$ cat src/rtl/sixteen_bit_seq_subtractor.sv
// Multi-cycle 16-bit subtractor that computes one byte per cycle (low, then high)
// and presents the result with flags behind a valid/ready handshake.
module sixteen_bit_seq_subtractor (
  input  logic        clk,
  input  logic        rst_n,
  input  logic        in_valid,
  output logic        in_ready,
  input  logic [15:0] A,
  input  logic [15:0] B,
  input  logic        Bin,
  output logic        out_valid,
  input  logic        out_ready,
  output logic [15:0] Diff,
  output logic        Bout,
  output logic        Z,
  output logic        N,
  output logic        V
);

  typedef enum logic [1:0] {IDLE, LO, HI, DONE} state_t;

  typedef struct packed {
    logic [15:0] a;
    logic [15:0] b;
    logic        bin;
  } opnd_t;

  state_t      state, state_nxt;
  opnd_t       opnd;
  logic        borrow_q;
  logic [15:0] diff_q;
  logic        bout_q, z_q, n_q, v_q, out_valid_q;
  logic [8:0]  lo_sub, hi_sub;

  // Bit 8 of each 9-bit difference is the byte's borrow-out.
  assign lo_sub = {1'b0, opnd.a[7:0]}  - {1'b0, opnd.b[7:0]}  - {8'd0, opnd.bin};
  assign hi_sub = {1'b0, opnd.a[15:8]} - {1'b0, opnd.b[15:8]} - {8'd0, borrow_q};

  always_ff @(posedge clk) begin
    if (!rst_n) state <= IDLE;
    else        state <= state_nxt;
  end

  always_comb begin
    state_nxt = state;
    case (state)
      IDLE:    if (in_valid)  state_nxt = LO;
      LO:                     state_nxt = HI;
      HI:                     state_nxt = DONE;
      DONE:    if (out_ready) state_nxt = IDLE;
      default:                state_nxt = IDLE;
    endcase
  end

  always_ff @(posedge clk) begin
    if (!rst_n) begin
      opnd        <= '0;
      borrow_q    <= 1'b0;
      diff_q      <= '0;
      bout_q      <= 1'b0;
      z_q         <= 1'b0;
      n_q         <= 1'b0;
      v_q         <= 1'b0;
      out_valid_q <= 1'b0;
    end else begin
      case (state)
        IDLE: if (in_valid) opnd <= {A, B, Bin};
        LO: begin
          diff_q[7:0] <= lo_sub[7:0];
          borrow_q    <= lo_sub[8];
        end
        HI: begin
          diff_q[15:8] <= hi_sub[7:0];
          bout_q       <= hi_sub[8];
          z_q          <= ({hi_sub[7:0], diff_q[7:0]} == 16'h0000);
          n_q          <= hi_sub[7];
          v_q          <= (opnd.a[15] != opnd.b[15]) && (hi_sub[7] != opnd.a[15]);
          out_valid_q  <= 1'b1;
        end
        DONE: if (out_ready) out_valid_q <= 1'b0;
        default: ;
      endcase
    end
  end

  // Gated by rst_n so the upstream sees not-ready for the whole reset cycle.
  assign in_ready  = (state == IDLE) && rst_n;
  assign out_valid = out_valid_q;
  assign Diff      = diff_q;
  assign Bout      = bout_q;
  assign Z         = z_q;
  assign N         = n_q;
  assign V         = v_q;

endmodule

$ cat config.mk
export PLATFORM = sky130hd
export DESIGN_NAME = sixteen_bit_seq_subtractor
export DESIGN_NICKNAME = d
export VERILOG_FILES = /design/src/rtl/sixteen_bit_seq_subtractor.sv
export SDC_FILE = /design/constraint.sdc
export NUM_CORES = 1
export LEC_CHECK = 0
export CAP_MARGIN = 40
export CORE_UTILIZATION = 55
export CTS_BUF_LIST = sky130_fd_sc_hd__clkbuf_8
export CTS_CLUSTER_DIAMETER = 60
export DETAILED_ROUTE_END_ITERATION = 12
export GPL_ROUTABILITY_DRIVEN = 0
export MAX_ROUTING_LAYER = met4
export PLACE_DENSITY = 0.91
export SLEW_MARGIN = 10
export SYNTH_ARGS = -nofsm -noshare
export SYNTH_HDL_FRONTEND = slang
export SYNTH_SLANG_ARGS = --single-unit
$ cat constraint.sdc
create_clock -name clk -period 4.35 [get_ports clk]
set_clock_uncertainty 0.05 [all_clocks]
set_input_delay 0.435 -clock clk [delete_from_list [all_inputs] [get_ports clk]]
set_output_delay 0.435 -clock clk [all_outputs]
set_load 0.02 [all_outputs]
==> results.json <==
{
  "synth_nets": 449,
  "fin_area_um2": 3820,
  "p_leak_nw": 1.55,
  "drtIter0Drc": 168,
  "io_buffers": 58,
  "worstHoldPathType": "register to register",
  "min_path_cells": 2,
  "cp.arrival_ns": 2.76,
  "r2r_start": "opnd[9]$_SDFFE_PN0P_",
  "syn_inst": 375,
  "path_cells": "inv_1 -> fa_1 -> fa_1 -> nand2b_1 -> a2111oi_2 -> a21oi_1 -> a31oi_1 -> xnor2_1 -> a211oi_2",
  "diodes": 0,
  "core_area_um2": 5240,
  "route.detailed.drc": 0,
  "cts_buffers": 5,
  "dieArea_um2": 5890,
  "ctsHtreeMaxLevel": 2,
  "yosysSeqAreaShare": 0.365,
  "r2r-end": "Bout$_SDFFE_PN0P_",
  "grt-ovfl-total": 0,
  "finalNetCount": 499,
  "rows": 26,
  "dpl-instance-area_um2": 3730,
  "ys_seq_elements": 56,
  "numClockSinks": 56,
  "rr_worst_depth": 9,
  "synth_area_per_cell_um2": 8.19,
  "crit_fanout": 2,
  "floorplan.initialDensity": 0.587,
  "worst-r2r-setup-slack_ns": 1.72,
  "wl_um": 6780,
  "ant_nets": 0,
  "hold_start": "opnd[30]$_SDFFE_PN0P_",
  "grt_pass1_vias": 2544,
  "via_per_inst": 5.29,
  "critPathRequiredTime_ns": 4.48,
  "timing.fmax_ghz": 0.380,
  "p_per_area_nw_per_um2": 640,
  "place_ws_ns": 1.75,
  "antenna_found_initial": 0,
  "clock_latency_ns": 0.32,
  "slew-limit-headroom": 0.521,
  "report.final.slew_viol_count": 0,
  "wl_per_cell_um": 13.7,
  "finalSetupTns_ns": 0,
  "dp_hpwl_um": 5160,
  "ys_types": 45,
  "die_w_um": 76.7,
  "rsz0062_at_grt": "no",
  "setup_viol": 0,
  "dr.pass1.iters": 5,
  "vias": 2623,
  "fillers": 388,
  "ctsResizeCount": 0,
  "cp-end-kind": "register",
  "grt.total_usage": 0.256,
  "min_delay_worst_endpoint": "opnd[30]$_SDFFE_PN0P_",
  "slowest_delay_ns": 0.46,
  "cts-root-buf": "clkbuf_8",
  "hold_ws_ns": 0.415,
  "start_kind": "register",
  "grt_pass1_wl_um": 11600,
  "clk_pin_slew_ns": 0.10,
  "period_needed_ns": 2.63,
  "die_y_um": 76.7,
  "worst_pin_slew_ns": 0.719,
  "post_cts_buffers": 0,
  "yosysWarnings": 0,
  "hold_violations": 0,
  "run_status": "completed",
  "crit_buf_inv": 1,
  "ioPinCount": 59,
  "crit_type": "register to register",
  "cts_hold_buf": 0,
  "syn_to_final_growth_pct": 24.4,
  "finalWorstSetupSlack_ns": 1.72,
  "max-cap-violations": 0,
  "crit_top_cell": "fa_1",
  "cts_tree": "done",
  "vdd_drop_max_uv": 319,
  "crit_family": "adder cells",
  "timing.final.crit_share": 0.605,
  "drive_gt1_frac": 0.0423,
  "grt_max_degree": 51,
  "syn_area_um2": 3070,
  "worst_path_max_delay_cell": "fa_1",
  "clock_path_buffers": 2
}
registers in the layout, indices dropped and copies added, names as in the netlist:
register	cells
Bout	1
Diff	16
V	1
Z	1
borrow_q	1
opnd	33
out_valid	1
state	2
placed cells by master, fill, tap and decap left out, types with 3 or more instances in the layout:
master           netlist  routed
nand2b_1               3       3
a21o_1                 3       3
clkdlybuf4s50_1        0      58
nand2_1               73      73
o21ai_0                9       9
a211oi_1               6       6
inv_1                 51      51
xnor2_1               11      11
ha_1                  33      33
nand3_1                5       5
mux2i_1                8       8
a21oi_1               40      40
dfxtp_1               56      56
fa_1                   4       4
a31oi_1                3       3
clkbuf_8               0       6
nor2_1                18      18
o211ai_1               3       3
nand3b_1               5       5
per-layer routing:
layer | vias to the layer above | global-route usage | part of all wire
met3 | 11 | 0.0452 | 0.050
met2 | 75 | 0.420 | 0.49
met1 | 1212 | 0.313 | 0.44
li1 | 1325 | - | -
met4 | 0 | 0.0942 | 0.017
met5 | - | - | 0
logic make-up after synthesis:
logic type	Yosys count	synth area share
fa+ha+maj	37	0.160
buf+inv	70	0.0871
compound gates	74	0.151
xor+xnor	13	0.0395
simple gates	117	0.171
mux	8	0.0261
flops	56	0.365
cell usage after synthesis, drive strengths merged:
master,count,area [µm²]
nand2,73,274
dfxtp,56,1120
inv,51,191
a21oi,41,209
ha,33,413
nor2,18,67.6
clkbuf,13,48.8
xnor2,12,113
o21ai,9,45.0
mux2i,8,80.1
a211oi,7,57.6
buf,5,23.8
nand3,5,25.0
nand3b,5,37.5
fa,4,80.1
a21o,3,22.5
a31oi,3,18.8
nand2b,3,18.8
o211ai,3,22.5
a2111oi,2,42.5
nand4,2,12.5
nand4b,2,17.5
nor4b,2,23.8
a221oi,1,8.76
a22oi,1,7.51
a32oi,1,8.76
and2,1,6.26
and2b,1,10.0
and3,1,6.26
clkinv,1,3.75
nor2b,1,6.26
nor3,1,5.00
nor4,1,6.26
o21a,1,7.51
o22ai,1,6.26
o41ai,1,8.76
or4,1,7.51
xor2,1,8.76
worst reg2reg max path, delay by kind of cell, from the launching register on:
family          cells  cell delay, ns
fa+ha+maj           2            0.87
flops               1            0.34
compound gates      4            0.82
xor+xnor            1            0.17
simple gates        1            0.19
buf+inv             1            0.06
area by class of cell:
| class | instances | area (µm²) | share of cell area |
|---|---|---|---|
| repair buffers | 61 | 643 | 0.168 |
| well taps | 70 | 87.6 | 0.0229 |
| flip-flops and latches | 56 | 1120 | 0.293 |
| clock inverters | 2 | 10.0 | 0.00262 |
| multi-input cells | 249 | 1680 | 0.440 |
| clock buffers | 6 | 82.6 | 0.0216 |
| inverters | 52 | 195 | 0.0510 |
through the flow:
step / std cells / total power, mW / utilization
4_1_cts: 496 / 2.44 / 0.730
5_1_grt: 496 / 2.63 / 0.730
6_report: 496 / 2.45 / 0.730
2_1_floorplan: 375 / 1.71 / -
3_3_place_gp: 486 / 2.02 / 0.702
3_5_place_dp: 488 / 2.14 / 0.712
power breakdown:
part | internal, mW | switching, mW
clock network | 0.128 | 0.173
registers | 0.639 | 0.0900
logic | 0.643 | 0.773
how the worst max path moves through the flow:
stage	slack, ns	cells after the start	startpoint	endpoint
3_5_place_dp	1.75	9	opnd[9]$_SDFFE_PN0P_	Bout$_SDFFE_PN0P_
5_1_grt	1.51	9	opnd[9]$_SDFFE_PN0P_	Z$_SDFFE_PN0P_
4_1_cts	1.72	9	opnd[0]$_SDFFE_PN0P_	borrow_q$_SDFFE_PN0N_
2_1_floorplan	1.92	9	opnd[9]$_SDFFE_PN0P_	Bout$_SDFFE_PN0P_
6_report	1.72	9	opnd[9]$_SDFFE_PN0P_	Bout$_SDFFE_PN0P_
3_3_place_gp	1.82	4	rst_n	in_ready
Power figures use the tool's default switching activity.
